### config.mk
export PLATFORM = sky130hd
export DESIGN_NAME = serial_sub
export DESIGN_NICKNAME = d
export VERILOG_FILES = /design/src/rtl/sub_pkg.sv /design/src/rtl/full_sub.sv /design/src/rtl/half_sub.sv /design/src/rtl/serial_sub.sv
export SDC_FILE = /design/constraint.sdc
export NUM_CORES = 1
export LEC_CHECK = 0
export CAP_MARGIN = 15
export CELL_PAD_IN_SITES_DETAIL_PLACEMENT = 1
export CELL_PAD_IN_SITES_GLOBAL_PLACEMENT = 1
export CORE_ASPECT_RATIO = 1.5
export CORE_UTILIZATION = 36
export DETAILED_ROUTE_END_ITERATION = 10
export PLACE_DENSITY_LB_ADDON = 0.3
export SYNTH_ARGS = -nofsm -noshare
export SYNTH_HDL_FRONTEND = slang
export SYNTH_HIERARCHICAL = 1
export SYNTH_SLANG_ARGS = --single-unit
export TNS_END_PERCENT = 30
### constraint.sdc
create_clock -name clk -period 1.6 [get_ports clk]
set_input_delay 0.48 -clock clk [delete_from_list [all_inputs] [get_ports clk]]
set_output_delay 0.48 -clock clk [all_outputs]
set_load 0.02 [all_outputs]
### src/rtl/sub_pkg.sv
// Shared types for the bit-serial subtractor.
// The FSM walks IDLE -> SHIFT (WIDTH cycles) -> DONE -> IDLE.
package sub_pkg;

    typedef enum logic [1:0] {
        IDLE  = 2'd0,
        SHIFT = 2'd1,
        DONE  = 2'd2
    } state_t;

endpackage

### src/rtl/full_sub.sv
// Full subtractor slice made of two chained half subtractors: d = x - y - bin.
// Purely combinational, so there is no latency and no backpressure.
module full_sub (
    input  logic x,
    input  logic y,
    input  logic bin,
    output logic d,
    output logic bout
);

    logic d1;
    logic b1;
    logic b2;

    half_sub u_hs0 (.x(x),  .y(y),   .d(d1), .bout(b1));
    half_sub u_hs1 (.x(d1), .y(bin), .d(d),  .bout(b2));

    assign bout = b1 | b2;

endmodule

### src/rtl/half_sub.sv
// Half subtractor: d = x - y for single bits, with borrow out.
// Purely combinational, so there is no latency and no backpressure.
module half_sub (
    input  logic x,
    input  logic y,
    output logic d,
    output logic bout
);

    assign d    = x ^ y;
    assign bout = ~x & y;

endmodule

### src/rtl/serial_sub.sv
// LSB-first bit-serial a - b: WIDTH edges from accept to a one-cycle done pulse.
// No queuing: start is only sampled while ready=1, so requests made while busy are dropped.
module serial_sub
    import sub_pkg::*;
#(
    parameter int WIDTH = 8
) (
    input  logic             clk,
    input  logic             rst,
    input  logic             start,
    input  logic [WIDTH-1:0] a,
    input  logic [WIDTH-1:0] b,
    output logic             ready,
    output logic             busy,
    output logic             done,
    output logic [WIDTH-1:0] diff,
    output logic             borrow_out
);

    localparam int CW = (WIDTH > 1) ? $clog2(WIDTH) : 1;

    state_t           state_q, state_d;
    logic [WIDTH-1:0] a_sh_q, a_sh_d;
    logic [WIDTH-1:0] b_sh_q, b_sh_d;
    logic [WIDTH-1:0] diff_q, diff_d;
    logic [CW-1:0]    cnt_q, cnt_d;
    logic             borrow_q, borrow_d;
    logic             borrow_out_q, borrow_out_d;
    logic             slice_d;
    logic             slice_bout;
    logic             last_bit;

    full_sub u_slice (
        .x   (a_sh_q[0]),
        .y   (b_sh_q[0]),
        .bin (borrow_q),
        .d   (slice_d),
        .bout(slice_bout)
    );

    assign last_bit = (cnt_q == CW'(WIDTH - 1));

    always_comb begin
        state_d = state_q;
        case (state_q)
            IDLE:    if (start) state_d = SHIFT;
            SHIFT:   if (last_bit) state_d = DONE;
            DONE:    state_d = IDLE;
            default: state_d = IDLE;
        endcase
    end

    always_comb begin
        a_sh_d       = a_sh_q;
        b_sh_d       = b_sh_q;
        diff_d       = diff_q;
        cnt_d        = cnt_q;
        borrow_d     = borrow_q;
        borrow_out_d = borrow_out_q;
        case (state_q)
            IDLE: begin
                if (start) begin
                    a_sh_d   = a;
                    b_sh_d   = b;
                    borrow_d = 1'b0;
                    cnt_d    = '0;
                end
            end
            SHIFT: begin
                a_sh_d            = a_sh_q >> 1;
                b_sh_d            = b_sh_q >> 1;
                diff_d            = diff_q >> 1;
                diff_d[WIDTH-1]   = slice_d;
                borrow_d          = slice_bout;
                cnt_d             = cnt_q + 1'b1;
                // Result borrow is latched only on the final bit so it stays stable afterwards.
                if (last_bit) borrow_out_d = slice_bout;
            end
            default: ;
        endcase
    end

    always_ff @(posedge clk) begin
        if (rst) begin
            state_q      <= IDLE;
            a_sh_q       <= '0;
            b_sh_q       <= '0;
            diff_q       <= '0;
            cnt_q        <= '0;
            borrow_q     <= 1'b0;
            borrow_out_q <= 1'b0;
        end else begin
            state_q      <= state_d;
            a_sh_q       <= a_sh_d;
            b_sh_q       <= b_sh_d;
            diff_q       <= diff_d;
            cnt_q        <= cnt_d;
            borrow_q     <= borrow_d;
            borrow_out_q <= borrow_out_d;
        end
    end

    always_comb begin
        ready      = (state_q == IDLE);
        busy       = (state_q == SHIFT);
        done       = (state_q == DONE);
        diff       = diff_q;
        borrow_out = borrow_out_q;
    end

endmodule

==> metrics <==
metal1 wirelength=1320 um; Final period util=0.965; metal3 WL=112 um; power density cells=about 950 nW/um^2; top sig layer=met4; clk slew on worst S/H paths=~0.07 ns; final design area excluding fillers=1760 um^2; hold crit path type=reg -> reg; Ant. Diodes=0; number of max-cap violations=0; Syn. warnings=6; total number of vias=~1,100; top-level port count=31; critical path data arrival time=1.06 ns; cell depth of the worst min-delay path=2; post-route core utilization=0.515; layout net count=203; number of antenna violations at the first check in global routing=0; length of routed met2 wiring=1820 um; synthesized area per cell=approximately 9.2 um^2; Die X=51.1 um; half-perimeter wire length after detailed placement=approximately 2400 um; post-synthesis share of cell area spent on and, or, nand and nor gates=0.111; via count of the first global-routing pass=about 1,200; synthesized-area fraction occupied by adder cells=0.0384; Clock Latency Late Sink=roughly 0.28 ns; Max Transition Viols Final=0; worst reg2reg startpoint=a_sh_q[0]; clock sink count=31; f_max=0.648 GHz; Starting Density=0.381; PortBufs=30; Initial DRC Count=27; cell area after placement=around 1700 um^2; standby leakage power=around 0.00075 uW; count of final hold-check violations=0; share of layout cells above drive strength 1=0.221; final instance count without filler cells=roughly 220; slew at the pin closest to its max-slew limit=roughly 0.37 ns; skew final=around 0.0034 ns; post-synth net total=~170; CORE AREA=approximately 3400 um^2; Hold Crit Start=diff[4]; critical register-to-register path endpoint=borrow_q; global-route congestion overflow total=0; slack of the worst reg-to-reg path=~0.090 ns; post-DR vias/cell=between 5 and 6; clock network fraction of design power=0.347; Total Routed Length=roughly 3400 um; post-CTS setup buffer count=0; unrepaired setup endpoints after global routing=no; cell row count=26; pin count of the biggest net entering global routing=28; Compound-Gate Fraction of Synth Area=0.246; Max FO, Critical Path=4; DR pass1 iterations=4; Reg power frac=0.503; TNS Setup=0 ns; worst hold endpoint=diff[4]; number of buffers created by CTS=5; post-route ant nets=0; cts hold-fix bufs=0; worst path required time=approximately 1.1 ns; final setup vio count=0; area of the mapped netlist=around 1300 um^2; Root Buffer=clkbuf_8; combinational group share of total power=0.150; Critical Setup Path Class=reg -> out; switching power summed over all nets=434 uW; count of mapped cells out of synthesis=between 100 and 150; critical path startpoint=state_q[1]; library cells used by synthesis=24; total number of H-tree levels=2; result of the run=completed; global-route wire length before repair=5560 um; Slew Limit Headroom=0.753; Power Internal=1240 uW; Global Route Usage Sum=0.202; clk buf depth=2; proportion of total power due to net switching=0.259; DRC errors left=0; Syn-to-layout area delta=35.1%; sequential area share after synthesis=0.476; category of the worst setup path launch point=flip-flop; main combinational cell family by area after synthesis=compound AO/OA/AOI/OAI gates; worst slack at placement=-0.569 ns; reg2reg path depth=8; crit path capture type=primary output; full die area=3870 um^2; fin worst setup slack=roughly 0.056 ns; area share of xor/xnor cells in the synthesized design=0; worst vdd rail ir drop=approximately 0.76 mV; weighted congestion at the end of routability-driven global placement=0.683; register bit count reported by yosys=31; CTS tree=done; number of placed instances, taps included=215; Period minus WS final=1.54 ns; routed wirelength normalized by instance count=roughly 15 um; Die Ht=approximately 76 um; mux cell area share after synthesis=0.0154
## registers in the layout, indices dropped and copies added (netlist names)
| signal | count |
|---|---|
| state_q | 2 |
| borrow_out | 1 |
| diff | 8 |
| cnt_q | 3 |
| b_sh_q | 8 |
| borrow_q | 1 |
| a_sh_q | 8 |
## critical path: stages (launching register included)
cell             delay (ns)
dfxtp_2                0.34
nand2b_4               0.16
inv_6                  0.05
clkdlybuf4s15_2        0.24
## layer usage
layer / GRT usage / vias up
li1: - / 560
met1: 0.199 / 545
met2: 0.385 / 31
met3: 0.0439 / 11
met4: 0.111 / 0
met5: 0 / -
## logic make-up (layout without fill, tap and decap cells)
kind of cell,count (synthesis),count (layout)
fa+ha+maj,4,4
simple gates,34,34
mux,2,2
flops,31,31
buf+inv,28,67
compound gates,43,43
## cell usage after synthesis
master | count | area, um^2
nand2b_1 | 1 | 6.26
nand3_1 | 1 | 5.00
buf_8 | 1 | 15.0
buf_4 | 2 | 15.0
and2b_1 | 1 | 7.51
dfxtp_1 | 31 | 621
o221a_2 | 14 | 158
or2_1 | 1 | 6.26
nor3_1 | 1 | 5.00
o21bai_1 | 1 | 7.51
inv_6 | 1 | 8.76
mux2i_1 | 2 | 20.0
clkbuf_8 | 1 | 13.8
a32oi_1 | 2 | 17.5
nand3b_1 | 1 | 7.51
nor2_1 | 10 | 37.5
clkbuf_1 | 3 | 11.3
a21oi_1 | 23 | 115
buf_6 | 1 | 11.3
inv_1 | 19 | 71.3
nand2_2 | 1 | 6.26
ha_1 | 4 | 50.1
a22oi_1 | 3 | 22.5
nand2_1 | 17 | 63.8
## how the worst max path moves through the flow
stage | end | cells after the start
6_report | busy | 3
3_5_place_dp | b_sh_q[4] | 4
2_1_floorplan | a_sh_q[0] | 4
5_1_grt | busy | 3
3_3_place_gp | a_sh_q[3] | 4
4_1_cts | done | 2
## power groups by stage
stage / registers [uW] / clock network, uW / logic (uW)
finish: 843 / 582 / 251
global route: 847 / 638 / 276
CTS: 844 / 610 / 253
detailed placement: 858 / 0 / 252
global placement: 856 / 0 / 238
floorplan: 855 / 0 / 147
## repair_timing
item / 4_1_cts / 5_1_grt
setup endpoints to repair: 26 / 9
gates cloned: 0 / 0
gates resized for setup: 23 / 3
## metrics by stage
stage	power [uW]	hold slack, ns
global route	1760	0.498
floorplan	1000	0.454
detailed placement	1110	0.456
CTS	1710	0.472
global placement	1090	0.444
finish	1680	0.468
## cells in the final DEF, fill, tap and decap left out, types with 4 or more instances in the layout
master | synthesis | final
o221a_2 | 14 | 14
a21oi_1 | 23 | 23
clkbuf_8 | 1 | 5
buf_4 | 2 | 8
inv_1 | 19 | 19
nand2_1 | 17 | 17
nor2_1 | 10 | 9
dfxtp_1 | 31 | 29
dlygate4sd2_1 | 0 | 9
clkdlybuf4s50_1 | 0 | 18
ha_1 | 4 | 4
## cell type report
class / count / area [um^2]
multi-input cells: 83 / 551
inverters: 20 / 80.1
fillers: 407 / 1660
clock buffers: 5 / 68.8
repair buffers: 39 / 367
flip-flops and latches: 31 / 626
clock inverters: 3 / 15.0
well taps: 42 / 52.6
Note: power is estimated with default switching activity, not from simulation.
